<file path="config.mk">
export PLATFORM = sky130hd
export DESIGN_NAME = cic_decim_ctrl_flat
export DESIGN_NICKNAME = d
export VERILOG_FILES = /design/src/rtl/cic_decim_ctrl_if.sv /design/src/rtl/cic_decim_ctrl.sv /design/src/flat_wrapper.sv
export SDC_FILE = /design/constraint.sdc
export NUM_CORES = 1
export LEC_CHECK = 0
export ABC_AREA = 1
export ABC_CLOCK_PERIOD_IN_PS = 4900
export CAP_MARGIN = 20
export CORE_ASPECT_RATIO = 1.5
export CORE_MARGIN = 5
export CORE_UTILIZATION = 54
export DETAILED_ROUTE_END_ITERATION = 8
export PLACE_DENSITY = 0.84
export SYNTH_ARGS = -nofsm -noshare
export SYNTH_HDL_FRONTEND = slang
export SYNTH_SLANG_ARGS = --single-unit
</file>
<file path="constraint.sdc">
create_clock -name clk_i -period 4.9 [get_ports clk_i]
set_input_delay 0.49 -clock clk_i [delete_from_list [all_inputs] [get_ports clk_i]]
set_output_delay 0.49 -clock clk_i [all_outputs]
set_load 0.03 [all_outputs]
</file>
<file path="src/rtl/cic_decim_ctrl_if.sv">
// Control/handshake bundle between the sample source, the CIC controller and
// the integrator/comb datapath instances.
interface cic_decim_ctrl_if #(
    parameter int RATE_W = 8
);
    logic [RATE_W-1:0] cfg_rate_i;
    logic              start_i;
    logic              stop_i;
    logic              in_valid_i;
    logic              in_ready_o;
    logic              int_en_o;
    logic              int_clr_o;
    logic              comb_en_o;
    logic              comb_clr_o;
    logic              out_valid_o;
    logic              busy_o;
    logic [1:0]        state_o;
    logic [RATE_W-1:0] phase_o;

    modport slave (
        input  cfg_rate_i, start_i, stop_i, in_valid_i,
        output in_ready_o, int_en_o, int_clr_o, comb_en_o, comb_clr_o,
               out_valid_o, busy_o, state_o, phase_o
    );

    modport master (
        output cfg_rate_i, start_i, stop_i, in_valid_i,
        input  in_ready_o, int_en_o, int_clr_o, comb_en_o, comb_clr_o,
               out_valid_o, busy_o, state_o, phase_o
    );
endinterface

</file>
<file path="src/rtl/cic_decim_ctrl.sv">
// Sequencer for a single-stage CIC decimator: gates the integrator per accepted
// sample, strobes the comb every R accepts, masks comb warm-up and drains on stop.
module cic_decim_ctrl #(
    parameter int RATE_W   = 8,
    parameter int COMB_D   = 3,
    parameter int COMB_LAT = 1
) (
    input  logic             clk_i,
    input  logic             rstn_i,
    cic_decim_ctrl_if.slave  bus
);
    localparam int WARM_W = (COMB_D < 1) ? 1 : $clog2(COMB_D + 1);

    typedef enum logic [1:0] {
        IDLE  = 2'd0,
        CLEAR = 2'd1,
        RUN   = 2'd2,
        DRAIN = 2'd3
    } state_t;

    state_t              state_r;
    state_t              state_next_s;
    logic [RATE_W-1:0]   phase_r;
    logic [RATE_W-1:0]   phase_next_s;
    logic [RATE_W-1:0]   rate_r;
    logic [WARM_W-1:0]   warm_r;
    logic [COMB_LAT-1:0] vpipe_r;
    logic                comb_en_r;
    logic                int_clr_r;
    logic                comb_clr_r;
    logic                in_ready_r;
    logic                busy_r;
    logic                accept_s;
    logic                fire_s;
    logic                inflight_s;
    logic                warm_ok_s;

    assign accept_s   = bus.in_valid_i & in_ready_r;
    assign fire_s     = accept_s & (phase_r == (rate_r - RATE_W'(1)));
    assign inflight_s = comb_en_r | (|vpipe_r);
    assign warm_ok_s  = (warm_r >= WARM_W'(COMB_D));

    // Next-state and phase counter decode.
    always_comb begin
        state_next_s = state_r;
        phase_next_s = phase_r;
        case (state_r)
            IDLE: begin
                if (bus.start_i) begin
                    state_next_s = CLEAR;
                end else begin
                    state_next_s = IDLE;
                end
            end
            CLEAR: begin
                phase_next_s = {RATE_W{1'b0}};
                state_next_s = RUN;
            end
            RUN: begin
                if (fire_s) begin
                    phase_next_s = {RATE_W{1'b0}};
                end else if (accept_s) begin
                    phase_next_s = phase_r + RATE_W'(1);
                end else begin
                    phase_next_s = phase_r;
                end
                // With nothing in flight there is no point lingering in DRAIN.
                if (bus.stop_i) begin
                    phase_next_s = {RATE_W{1'b0}};
                    state_next_s = (fire_s | inflight_s) ? DRAIN : IDLE;
                end else begin
                    state_next_s = RUN;
                end
            end
            DRAIN: begin
                phase_next_s = {RATE_W{1'b0}};
                if (!inflight_s) begin
                    state_next_s = IDLE;
                end else begin
                    state_next_s = DRAIN;
                end
            end
            default: begin
                phase_next_s = {RATE_W{1'b0}};
                state_next_s = IDLE;
            end
        endcase
    end

    // State, rate latch, warm-up counter and registered control outputs.
    always_ff @(posedge clk_i or negedge rstn_i) begin
        if (!rstn_i) begin
            state_r    <= IDLE;
            phase_r    <= {RATE_W{1'b0}};
            rate_r     <= RATE_W'(1);
            warm_r     <= {WARM_W{1'b0}};
            comb_en_r  <= 1'b0;
            vpipe_r    <= {COMB_LAT{1'b0}};
            int_clr_r  <= 1'b0;
            comb_clr_r <= 1'b0;
            in_ready_r <= 1'b0;
            busy_r     <= 1'b0;
        end else begin
            state_r <= state_next_s;
            phase_r <= phase_next_s;
            if ((state_r == IDLE) && bus.start_i) begin
                rate_r <= (bus.cfg_rate_i == {RATE_W{1'b0}}) ? RATE_W'(1) : bus.cfg_rate_i;
            end
            if (state_r == CLEAR) begin
                warm_r <= {WARM_W{1'b0}};
            end else if (comb_en_r && !warm_ok_s) begin
                warm_r <= warm_r + WARM_W'(1);
            end
            comb_en_r  <= fire_s;
            // Masked warm-up strobes enter the pipe as zeros.
            vpipe_r[0] <= comb_en_r & warm_ok_s;
            for (int i = 1; i < COMB_LAT; i++) begin
                vpipe_r[i] <= vpipe_r[i-1];
            end
            int_clr_r  <= (state_next_s == CLEAR);
            comb_clr_r <= (state_next_s == CLEAR);
            in_ready_r <= (state_next_s == RUN);
            busy_r     <= (state_next_s != IDLE);
        end
    end

    assign bus.in_ready_o  = in_ready_r;
    assign bus.int_en_o    = accept_s;
    assign bus.int_clr_o   = int_clr_r;
    assign bus.comb_en_o   = comb_en_r;
    assign bus.comb_clr_o  = comb_clr_r;
    assign bus.out_valid_o = vpipe_r[COMB_LAT-1];
    assign bus.busy_o      = busy_r;
    assign bus.state_o     = state_r;
    assign bus.phase_o     = phase_r;
endmodule

</file>
<file path="src/flat_wrapper.sv">
// flat-port wrapper written by rule: the top's interface ports become plain ports
module cic_decim_ctrl_flat 
#(
    parameter int RATE_W   = 8,
    parameter int COMB_D   = 3,
    parameter int COMB_LAT = 1
)
  (clk_i, rstn_i, bus_cfg_rate_i, bus_start_i, bus_stop_i, bus_in_valid_i, bus_in_ready_o, bus_int_en_o, bus_int_clr_o, bus_comb_en_o, bus_comb_clr_o, bus_out_valid_o, bus_busy_o, bus_state_o, bus_phase_o);
  cic_decim_ctrl_if #(.RATE_W(RATE_W)) bus_i ();
  input  logic clk_i;
  input  logic rstn_i;
  input wire logic [$bits(bus_i.cfg_rate_i)-1:0] bus_cfg_rate_i;
  input wire logic [$bits(bus_i.start_i)-1:0] bus_start_i;
  input wire logic [$bits(bus_i.stop_i)-1:0] bus_stop_i;
  input wire logic [$bits(bus_i.in_valid_i)-1:0] bus_in_valid_i;
  output wire logic [$bits(bus_i.in_ready_o)-1:0] bus_in_ready_o;
  output wire logic [$bits(bus_i.int_en_o)-1:0] bus_int_en_o;
  output wire logic [$bits(bus_i.int_clr_o)-1:0] bus_int_clr_o;
  output wire logic [$bits(bus_i.comb_en_o)-1:0] bus_comb_en_o;
  output wire logic [$bits(bus_i.comb_clr_o)-1:0] bus_comb_clr_o;
  output wire logic [$bits(bus_i.out_valid_o)-1:0] bus_out_valid_o;
  output wire logic [$bits(bus_i.busy_o)-1:0] bus_busy_o;
  output wire logic [$bits(bus_i.state_o)-1:0] bus_state_o;
  output wire logic [$bits(bus_i.phase_o)-1:0] bus_phase_o;
  assign bus_i.cfg_rate_i = bus_cfg_rate_i;
  assign bus_i.start_i = bus_start_i;
  assign bus_i.stop_i = bus_stop_i;
  assign bus_i.in_valid_i = bus_in_valid_i;
  assign bus_in_ready_o = bus_i.in_ready_o;
  assign bus_int_en_o = bus_i.int_en_o;
  assign bus_int_clr_o = bus_i.int_clr_o;
  assign bus_comb_en_o = bus_i.comb_en_o;
  assign bus_comb_clr_o = bus_i.comb_clr_o;
  assign bus_out_valid_o = bus_i.out_valid_o;
  assign bus_busy_o = bus_i.busy_o;
  assign bus_state_o = bus_i.state_o;
  assign bus_phase_o = bus_i.phase_o;
  cic_decim_ctrl #(.RATE_W(RATE_W), .COMB_D(COMB_D), .COMB_LAT(COMB_LAT)) u_core (.clk_i(clk_i), .rstn_i(rstn_i), .bus(bus_i));
endmodule
</file>
==> run summary <==
Fillers - 199
Post-CTS Resized - 0
First-pass GRT wire length - 5.46 mm
Critical path capture point type - output pin
WP data arrival - 1.78 ns
GRT Overall Usage - 0.189
Remaining DRCs - 0
Reg area - 627 µm²
Pleak - 0.000859 µW
Area of the multi-input gates - 639 µm²
Total global routing overflow - 0
Routed Antenna Nets - 0
Largest net degree at the start of global routing - 26
Nets - 232
Hold Path Class - in2async
First-pass iteration count of the detailed router - 4
Tcrit/Tclk final - 0.464
Yosys cell types - 25
Initial drt markers - 34
Avg Vias per Cell - 5.40
Avg Cell Area, Syn - 7.68 µm²
Reg2reg start - u_core.rate_r[0]
Seq/Total Area, Yosys - 0.446
Area of the mapped netlist - 1410 µm²
CTS Buf Count - 3
CORE AREA - 2480 µm²
Syn nets - 199
ANT cells - 0
Synth warnings - 0
Postcts setup bufs - 0
Commonest cells post-synth - nand2_1, inv_1, dfrtp_1
CTS tree - yes
GP Congestion - 0.839
Outcome - completed
Reg2reg path depth - 10
Post-synthesis register bit count - 25
Post-synth EDFFs - 0
CTS H-tree lvls - 1
Peak supply drop - 331 µV
Area delta synth->final - 24.9%
Placed cells - 234
Max Cap Violations - 0
Final Hold Vio Count - 0
Rel. slew slack - 0.704
TritonCTS Sinks - 25
Largest cells by area after synthesis - dfrtp_1, nand2_1, inv_1, nor2_1, xor2_1
Pins Over Slew Limit - 0
Setup_tns - 0 ns
Latest clock arrival within the worst-skew pair - 0.32 ns
Period minus WS final - 2.27 ns
Antenna violations before repair - 0
Hold buffers post-CTS - 0
Max Fanout on Critical Path - 2
Vias in the first global route - 1295
Final core occ - 0.709
Critical Path RT - 4.41 ns
Final WS setup - 2.63 ns
Worst clock skew - 0.00825 ns
Cell taking the most area after synthesis - dfrtp_1
Via count - 1291
IO Pins - 30
Pwr dens - 498 nW/µm²
Worst-path clk slew - 0.13 ns
Cells after synthesis - 183
Asr flop ratio synth - 1.00
Setup violators final - 0
Drt wl/cell - 13.4 µm
CP startpoint kind - primary input
Port buffer count - 29
Width of the die - 51.7 µm
Worst reg2reg path endpoint - u_core.bus.busy_o
RSZ-0062 raised after global routing - no
Fin cells - 239
CTS Buffer Depth - 2
Worst Tran Pin Value - 0.443 ns
CTS root buf - clkbuf_4
Fmax - 0.440 GHz
HPWL after DPL - 2.54 mm
Count leader, synth - nand2_1
Setup Crit Path Kind - in2out
Die area - 3740 µm²
Total Wirelength - 3.19 mm
DP Worst Slack - 2.63 ns
Reg2reg setup slack - 3.00 ns
Share of the synthesized area in the top cell type - 0.427
FP Rows - 22
Most used DFF post-synth - dfrtp_1
Initial Util - 0.567
Die Y - 72.5 µm
Layout cells sized above 1 - 0.0791
-- worst max-delay path: stages --
cell	delay [ns]
clkdlybuf4s50_1	0.45
nand2_1	0.08
inv_1	0.08
clkdlybuf4s50_1	0.68
-- final cells by class --
class                   instances  area share
inverters                      34      0.0727
repair buffers                 30       0.174
multi-input cells             122       0.364
well taps                      24      0.0171
clock buffers                   4      0.0150
flip-flops and latches         25       0.357
-- power breakdown --
group | switching [µW] | internal, µW
logic | 274 | 173
clock network | 59.8 | 31.9
registers | 68.0 | 268
-- how the worst max path moves through the flow --
stage,startpoint,to,cells after the start
after floorplan,u_core.rate_r[0],u_core.bus.in_ready_o,11
after global placement,bus_in_valid_i,bus_int_en_o,4
after detailed placement,bus_in_valid_i,bus_int_en_o,4
after CTS,bus_in_valid_i,bus_int_en_o,4
after global routing,bus_in_valid_i,bus_int_en_o,4
final,bus_in_valid_i,bus_int_en_o,4
-- layout by cell type, fill, tap and decap left out, types with 5 or more instances in the layout --
cell type         n
nand2_1          43
inv_1            30
clkdlybuf4s50_1  29
dfrtp_1          24
nor2_1           17
nand3_1          12
xor2_1            7
o21ai_0           7
o22ai_1           7
xnor2_1           5
a21oi_1           5
-- routing by layer --
metal  part of all wire  vias to the layer above  wire length (µm)  GRT usage
li1                   -                      638                 -          -
met1               0.39                      610              1250      0.215
met2               0.55                       38              1770      0.344
met3              0.038                        5               122     0.0329
met4              0.013                        0                43     0.0671
met5                  0                        -                 0          0
-- per-stage QoR --
step                hold slack [ns]  total power (µW)  area, µm²
floorplan                     0.194               641       1410
global placement              0.496               764       1710
detailed placement            0.519               786       1710
CTS                           0.550               878       1740
global route                  0.470               947       1760
finish                        0.457               874       1760
-- flip-flops by register name (all words and copies together), names as in the netlist --
signal and count:
u_core.rate_r 8, u_core.bus.busy_o 1, u_core.bus.phase_o 8, u_core.bus.out_valid_o 1
u_core.bus.state_o 2, u_core.bus.comb_en_o 1, u_core.warm_r 2, u_core.bus.int_clr_o 1
u_core.bus.in_ready_o 1
-- kinds of logic (layout without fill, tap and decap cells) --
logic type               count (synthesis)  count (layout)  share of synthesized area
AND/OR/NAND/NOR                         85              85                      0.263
buffers and inverters                   36              68                     0.0988
flip-flops                              25              25                      0.446
AO/OA/AOI/OAI                           21              21                     0.0837
XOR/XNOR                                12              12                     0.0748
adder cells (fa/ha/maj)                  3               3                     0.0267
multiplexers                             1               1                    0.00712
Power figures use the tool's default switching activity.
